File: src/rtl/shiftreg_frame.sv
// shiftreg_frame: universal shift register (left/right, shift/rotate) with a
// WIDTH-shift frame serialiser that reports busy, done and shift count.
module shiftreg_frame #(
  parameter  int unsigned WIDTH = 8,
  localparam int unsigned CNT_W = $clog2(WIDTH + 1)
) (
  input  logic             clk,
  input  logic             clrn,
  input  logic             sclr,
  input  logic             en,
  input  logic             load,
  input  logic [WIDTH-1:0] data,
  input  logic             start,
  input  logic             dir,
  input  logic             rotate,
  input  logic             shiftin,
  output logic [WIDTH-1:0] q,
  output logic             shiftout,
  output logic             busy,
  output logic             done,
  output logic [CNT_W-1:0] count
);

  localparam logic [0:0] ST_IDLE = 1'b0;
  localparam logic [0:0] ST_BUSY = 1'b1;

  logic [0:0]       r_state;
  logic [WIDTH-1:0] r_q;
  logic [CNT_W-1:0] r_count;
  logic             r_done;

  logic [0:0]       w_state_nxt;
  logic [WIDTH-1:0] w_q_nxt;
  logic [CNT_W-1:0] w_count_nxt;
  logic             w_done_nxt;
  logic             w_busy;
  logic             w_fill_bit;
  logic [WIDTH-1:0] w_q_shifted;
  logic             w_last_shift;

  assign w_busy       = (r_state == ST_BUSY);
  assign w_last_shift = (r_count == CNT_W'(WIDTH - 1));

  // One shift step in the selected direction; rotate recirculates the outgoing bit.
  always_comb begin
    w_fill_bit  = shiftin;
    w_q_shifted = r_q;
    if (dir == 1'b0) begin
      w_fill_bit  = rotate ? r_q[WIDTH-1] : shiftin;
      w_q_shifted = {r_q[WIDTH-2:0], w_fill_bit};
    end else begin
      w_fill_bit  = rotate ? r_q[0] : shiftin;
      w_q_shifted = {w_fill_bit, r_q[WIDTH-1:1]};
    end
  end

  // Next-state logic: sclr > hold > start > load > shift.
  always_comb begin
    w_state_nxt = r_state;
    w_q_nxt     = r_q;
    w_count_nxt = r_count;
    w_done_nxt  = 1'b0;
    if (sclr) begin
      w_state_nxt = ST_IDLE;
      w_q_nxt     = '0;
      w_count_nxt = '0;
    end else if (!en) begin
      w_state_nxt = r_state;
    end else if (start && !w_busy) begin
      w_state_nxt = ST_BUSY;
      w_q_nxt     = data;
      w_count_nxt = '0;
    end else if (load && !w_busy) begin
      w_q_nxt     = data;
    end else begin
      w_q_nxt = w_q_shifted;
      if (w_busy) begin
        w_count_nxt = r_count + CNT_W'(1);
        if (w_last_shift) begin
          w_state_nxt = ST_IDLE;
          w_done_nxt  = 1'b1;
        end
      end
    end
  end

  // State and datapath registers with asynchronous clear.
  always_ff @(posedge clk or negedge clrn) begin
    if (!clrn) begin
      r_state <= ST_IDLE;
      r_q     <= '0;
      r_count <= '0;
      r_done  <= 1'b0;
    end else begin
      r_state <= w_state_nxt;
      r_q     <= w_q_nxt;
      r_count <= w_count_nxt;
      r_done  <= w_done_nxt;
    end
  end

  assign q        = r_q;
  assign busy     = w_busy;
  assign done     = r_done;
  assign count    = r_count;
  assign shiftout = dir ? r_q[0] : r_q[WIDTH-1];

endmodule

File: config.mk
export PLATFORM = sky130hd
export DESIGN_NAME = shiftreg_frame
export DESIGN_NICKNAME = d
export VERILOG_FILES = /design/src/rtl/shiftreg_frame.sv
export SDC_FILE = /design/constraint.sdc
export NUM_CORES = 1
export LEC_CHECK = 0
export BUFFER_PORTS_ARGS = -buffer_cell sky130_fd_sc_hd__buf_2
export CAP_MARGIN = 0
export CORE_AREA = 4 4 48 58
export CTS_CLUSTER_DIAMETER = 50
export DETAILED_ROUTE_END_ITERATION = 8
export DIE_AREA = 0 0 52 62
export PLACE_DENSITY = 0.72
export SLEW_MARGIN = 20
export SYNTH_ARGS = -nofsm -noshare
export SYNTH_HDL_FRONTEND = slang
export SYNTH_SLANG_ARGS = --single-unit
File: constraint.sdc
create_clock -name clk -period 1.2 [get_ports clk]
set_clock_uncertainty 0.05 [all_clocks]
set_input_delay 0.06 -clock clk [delete_from_list [all_inputs] [get_ports clk]]
set_output_delay 0.06 -clock clk [all_outputs]
set_load 0.005 [all_outputs]
==> impl_results.md, run 1 <==
* Simple-Gate Fraction of Synth Area at 0.188
* Leak at 0.000623 uW
* Post-DP HPWL at 1580 um
* CTS Buf Count at 3
* Most common cell after layout, fill and taps aside: buf_2
* Core area at 2260 um^2
* DR vias at 824
* Routed len/inst at 14.8 um
* Compound-cell area share of the yosys netlist at 0.179
* Post-synthesis register bit count at 14
* Crit-path max FO at 7
* Synth cell types at 28
* Final Util at 0.570
* Area growth syn-to-layout at 57.4%
* Final TNS setup at 0 ns
* First-pass GRT wire length at 3690 um
* Synthesized-area fraction occupied by xor and xnor cells at 0
* GRT Max-Usage Layer: met2
* CP Capture Type: flop
* Ys flop type: dfrtp_1
* Status: completed
* Sink Count at 14
* CP Data Arrival Time at 1.31 ns
* GRT Util Overall at 0.154
* Peak supply drop at 683 uV
* Fin. max-slew vios at 0
* Hold slack at 0.0414 ns
* Slew margin rel. at 0.774
* Final net count at 149
* Die span in x at 52 um
* Number of global-route vias before repair at 810
* Max-cap viol count at 0
* TritonCTS clock tree: yes
* EDFF count, synth at 0
* Synth Net Count at 94
* Cell row count at 19
* Clock tree root driver cell: clkbuf_4
* Via-to-Cell Ratio at 5.12
* Period utilization at 0.999
* Met2 Use GR at 0.260
* Die height at 62 um
* Drc violations at 0
* # port buffers at 31
* Crit path time final at 1.20 ns
* Hold Vio Cnt, Final at 0
* Depth of the CTS H-tree at 1
* Critical Path, Cell by Cell: o21ba_4, nor3_1, a221o_1
* Post-Syn Area at 817 um^2
* Final WL at 2380 um
* Initial antenna violation count at 0
* Crit Path Class: flop to flop
* Register area at 350 um^2
* Met1 usage at 0.196
* Mean post-synth cell area at 10.8 um^2
* Die Footprint at 3220 um^2
* Max Clock Freq at 835 MHz
* Overflow after GRT at 0
* Ys async rst share at 1.00
* Antenna Nets Post-Route at 0
* Ant. Diodes at 0
* Initial Util at 0.362
* Post-synthesis adder-cell area fraction at 0.0153
* Area occupied by multi-input gates at 472 um^2
* Hold Crit Class: input port to flop
* Fill count at 201
* Boundary Pins at 32
* Syn Inst Count at 76
* CTS clk-pin slew, worst paths at 0.09 ns
* Drt pass-1 iters at 4
* DR iter-0 viols at 36
* Final Power at 1150 uW
* Pin count of the biggest net entering global routing at 15
* Fraction of layout cells with a size suffix above 1 at 0.485
* Routability cong. at 0.773
* Worst slew pin tran at 0.339 ns
* Critical Path RT at 1.31 ns
* Clock tree buffer depth at 2
* Critical path's slowest cell: dfrtp_1
* Final setup fails at 0
* Main combinational cell family by area after synthesis: simple AND/OR/NAND/NOR gates
* Commonest cells after routing, fill and taps aside: 29 x buf_2, 14 x dfrtp_1, 11 x buf_4, 9 x dlygate4sd3_1, 8 x mux2i_1
* CP max stage delay at 0.41 ns
* Yosys warns at 0
* Worst-Skew Late Latency at 0.28 ns
* RSZ-0062 raised after global routing: yes
* Post-synthesis mux area share at 0.139
* Pwr Density at 891 nW/um^2
* Critical Path Source Type: flop
* Seq/Total Area, Yosys at 0.429
* M3 GR Usage at 0.0215
worst max-delay path: cells and delay by family, from the launching register on:
| kind | cells | cell delay, ns |
|---|---|---|
| AOI/OAI and AO/OA | 2 | 0.55 |
| and+or+nand+nor | 1 | 0.07 |
| DFF | 1 | 0.41 |
cell families (layout without fill, tap and decap cells):
logic type                 count (synthesis)  in the layout
adders and majority gates                  1              1
muxes                                     11             11
and+or+nand+nor                           25             25
AOI/OAI and AO/OA                         19             19
buffers and inverters                      6             60
DFF                                       14             14
stage by stage:
stage / instance area (um^2) / setup slack [ns] / std cells
2_1_floorplan: 823 / 0.00205 / 76
5_1_grt: 1290 / -0.0433 / 161
4_1_cts: 1220 / -0.0119 / 160
3_5_place_dp: 1030 / -0.113 / 140
3_3_place_gp: 1030 / -0.0576 / 140
6_report: 1290 / 0.00168 / 161
power breakdown:
part / switching [uW] / internal (uW) / total, uW / leakage, uW
Clock: 160 / 184 / 345 / 0.0000210
Combinational: 125 / 159 / 284 / 0.000412
Sequential: 23.8 / 493 / 517 / 0.000191
sequential cells by signal, indices dropped and copies added (netlist names):
signal and flops:
busy 1, count 4, done 1, q 8
cell usage after synthesis (2+ instances only):
cell type   n  area [um^2]
a32oi_1     3         26.3
nor3_1      6         30.0
nand2_1     4         15.0
a31oi_1     2         12.5
a221o_1     6         60.1
o21ai_0     4         20.0
buf_2       2         10.0
buf_4       2         15.0
dfrtp_1    14          350
a21oi_1     2         10.0
nand3b_1    2         15.0
mux2_2      3         33.8
nor2_1      3         11.3
nand3_1     2         10.0
mux2i_1     8         80.1
what timing repair did:
action,in CTS,in global routing
hold buffers,9,0
setup buffers,7,3
gates resized for setup,4,14
hold endpoints to repair,22,0
pin swaps,3,2
setup endpoints to repair,11,13
gates cloned,0,0
layout make-up:
class,count,area share
Clock buffer,4,0.0282
Inverter,1,0.00292
Multi-Input combinational cell,56,0.367
Sequential cell,14,0.272
Tap cell,31,0.0302
Timing Repair Buffer,55,0.300
per-layer routing:
layer  vias to the layer above  part of all wire  wire (um)
li1                        400                 -          -
met1                       394              0.43       1030
met2                        28              0.51       1210
met3                         2             0.057        135
met4                         0            0.0042         10
met5                         -                 0          0
final timing paths:
kind | to | cells after the start | start | slack (ns)
max in group asynchronous | q[3] | 2 | clrn | 0.69
worst min-delay path | count[2] | 2 | sclr | 0.04
worst max register to register | q[5] | 3 | busy | 0.002
min in group asynchronous | q[1] | 2 | clrn | 0.15
worst min register to register | count[3] | 2 | count[3] | 0.54
worst max-delay path | q[5] | 3 | busy | 0.002
(Power assumes the default switching activity.)
==> run 2: changes to the inputs <==
Settings changed: RECOVER_POWER from default to 25.
==> impl_results.md, run 2 (synthesis results as in run 1) <==
* Status: completed
* Dpl cells at 140
* Core area at 2260 um^2
* Leak at 0.000621 uW
* Critical Path Source Type: flop
* Boundary Pins at 32
* GRT Util Overall at 0.154
* CP Capture Type: flop
* Pwr Density at 891 nW/um^2
* Fraction of layout cells with a size suffix above 1 at 0.477
* Post-DP HPWL at 1580 um
* Drc violations at 0
* Worst path depth at 3
* Most common cell after layout, fill and taps aside: buf_2
* DR iter-0 viols at 36
* RSZ-0062 raised after global routing: yes
* Final WL at 2380 um
* CP max stage delay at 0.41 ns
* CTS clk-pin slew, worst paths at 0.09 ns
* Register area at 350 um^2
* Final net count at 149
* Initial antenna violation count at 0
* DR vias at 824
* Overflow after GRT at 0
* CP delay by family, top: compound AO/OA/AOI/OAI gates
* Sink Count at 14
* Die height at 62 um
* Fill count at 200
* Die span in x at 52 um
* Slew margin rel. at 0.460
* Area occupied by multi-input gates at 472 um^2
* Via-to-Cell Ratio at 5.12
* # port buffers at 31
* Fin. max-slew vios at 0
* Non-filler instance count after layout at 161
* Max Clock Freq at 835 MHz
* Pin count of the biggest net entering global routing at 15
* CTS Buf Count at 3
* Source of the worst hold timing path: sclr
* Critical Path RT at 1.31 ns
* Worst-Skew Late Latency at 0.28 ns
* R2R depth at 3
* Crit path from: busy
* Finished Cell Area at 1280 um^2
* Routability cong. at 0.773
* Cell row count at 19
* Crit path setup slack, layout at 0.00168 ns
* TritonCTS clock tree: yes
* Critical Path, Cell by Cell: o21ba_4, nor3_1, a221o_1
* Ant. Diodes at 0
* Placed inst area at 1030 um^2
* Cells on Worst Hold Path at 2
* CP Data Arrival Time at 1.31 ns
* Number of global-route vias before repair at 810
* Commonest cells after routing, fill and taps aside: 28 x buf_2, 14 x dfrtp_1, 11 x buf_4, 9 x dlygate4sd3_1, 8 x mux2i_1
* Clock tree buffer depth at 2
* Critical path's slowest cell: dfrtp_1
* R2R Setup Slk at 0.002 ns
* First-pass GRT wire length at 3690 um
* Crit Path Class: flop to flop
* Hold slack at 0.0414 ns
* CP bufs+invs at 0
* Max reg flops at 8
* Antenna Nets Post-Route at 0
* Clock tree root driver cell: clkbuf_4
* Area growth syn-to-layout at 57.3%
* Worst slew pin tran at 0.810 ns
* Final setup fails at 0
* Die Footprint at 3220 um^2
* Hold Crit Class: input port to flop
* Peak supply drop at 683 uV
* Depth of the CTS H-tree at 1
* Crit-path max FO at 7
* Setup WS pre-CTS at -0.113 ns
* Routed len/inst at 14.8 um
* Period utilization at 0.999
* RR Startpoint: busy
* Hold Vio Cnt, Final at 0
* Initial Util at 0.362
* Drt pass-1 iters at 4
* Max-cap viol count at 0
* Crit path time final at 1.20 ns
[run 2: per-layer routing]
metal	share of wire	vias up	GRT usage
met5	0	-	0
met4	0.0042	0	0.0674
met3	0.056	2	0.0215
met2	0.51	28	0.260
met1	0.43	394	0.196
li1	-	400	-
[run 2: worst register-to-register path, stage by stage (launching register included)]
cell and delay, ns:
dfrtp_1 0.41, o21ba_4 0.28, nor3_1 0.07, a221o_1 0.27
[run 2: final timing paths]
| kind | end |
|---|---|
| max reg2reg | q[5] |
| min in group asynchronous | q[1] |
| max | q[5] |
| min reg2reg | count[3] |
| max in group asynchronous | q[3] |
| min | count[2] |
[run 2: area by class of cell]
cell class,instances,area share
multi-input cells,56,0.367
well taps,31,0.0302
flip-flops and latches,14,0.273
repair buffers,55,0.299
clock buffers,4,0.0282
inverters,1,0.00292
[run 2: what timing repair did]
action | in CTS | in global routing
buffers inserted | 7 | 3
hold endpoints to repair | 22 | 0
pin swaps | 3 | 2
hold buffers | 9 | 0
resized for setup | 4 | 14
endpoints found under the setup margin | 11 | 13
[run 2: where the power goes]
| group | internal, uW | switching (uW) |
|---|---|---|
| logic | 158 | 125 |
| registers | 493 | 23.8 |
| clock network | 184 | 160 |
| total | 836 | 309 |
[run 2: stage by stage]
stage	util	TNS, ns	total power, uW
final	0.569	0	1150
after detailed placement	0.455	-0.650	729
after global routing	0.569	-0.316	1220
after global placement	0.455	-0.338	723
after floorplan	-	0	643
after CTS	0.540	-0.0160	1140
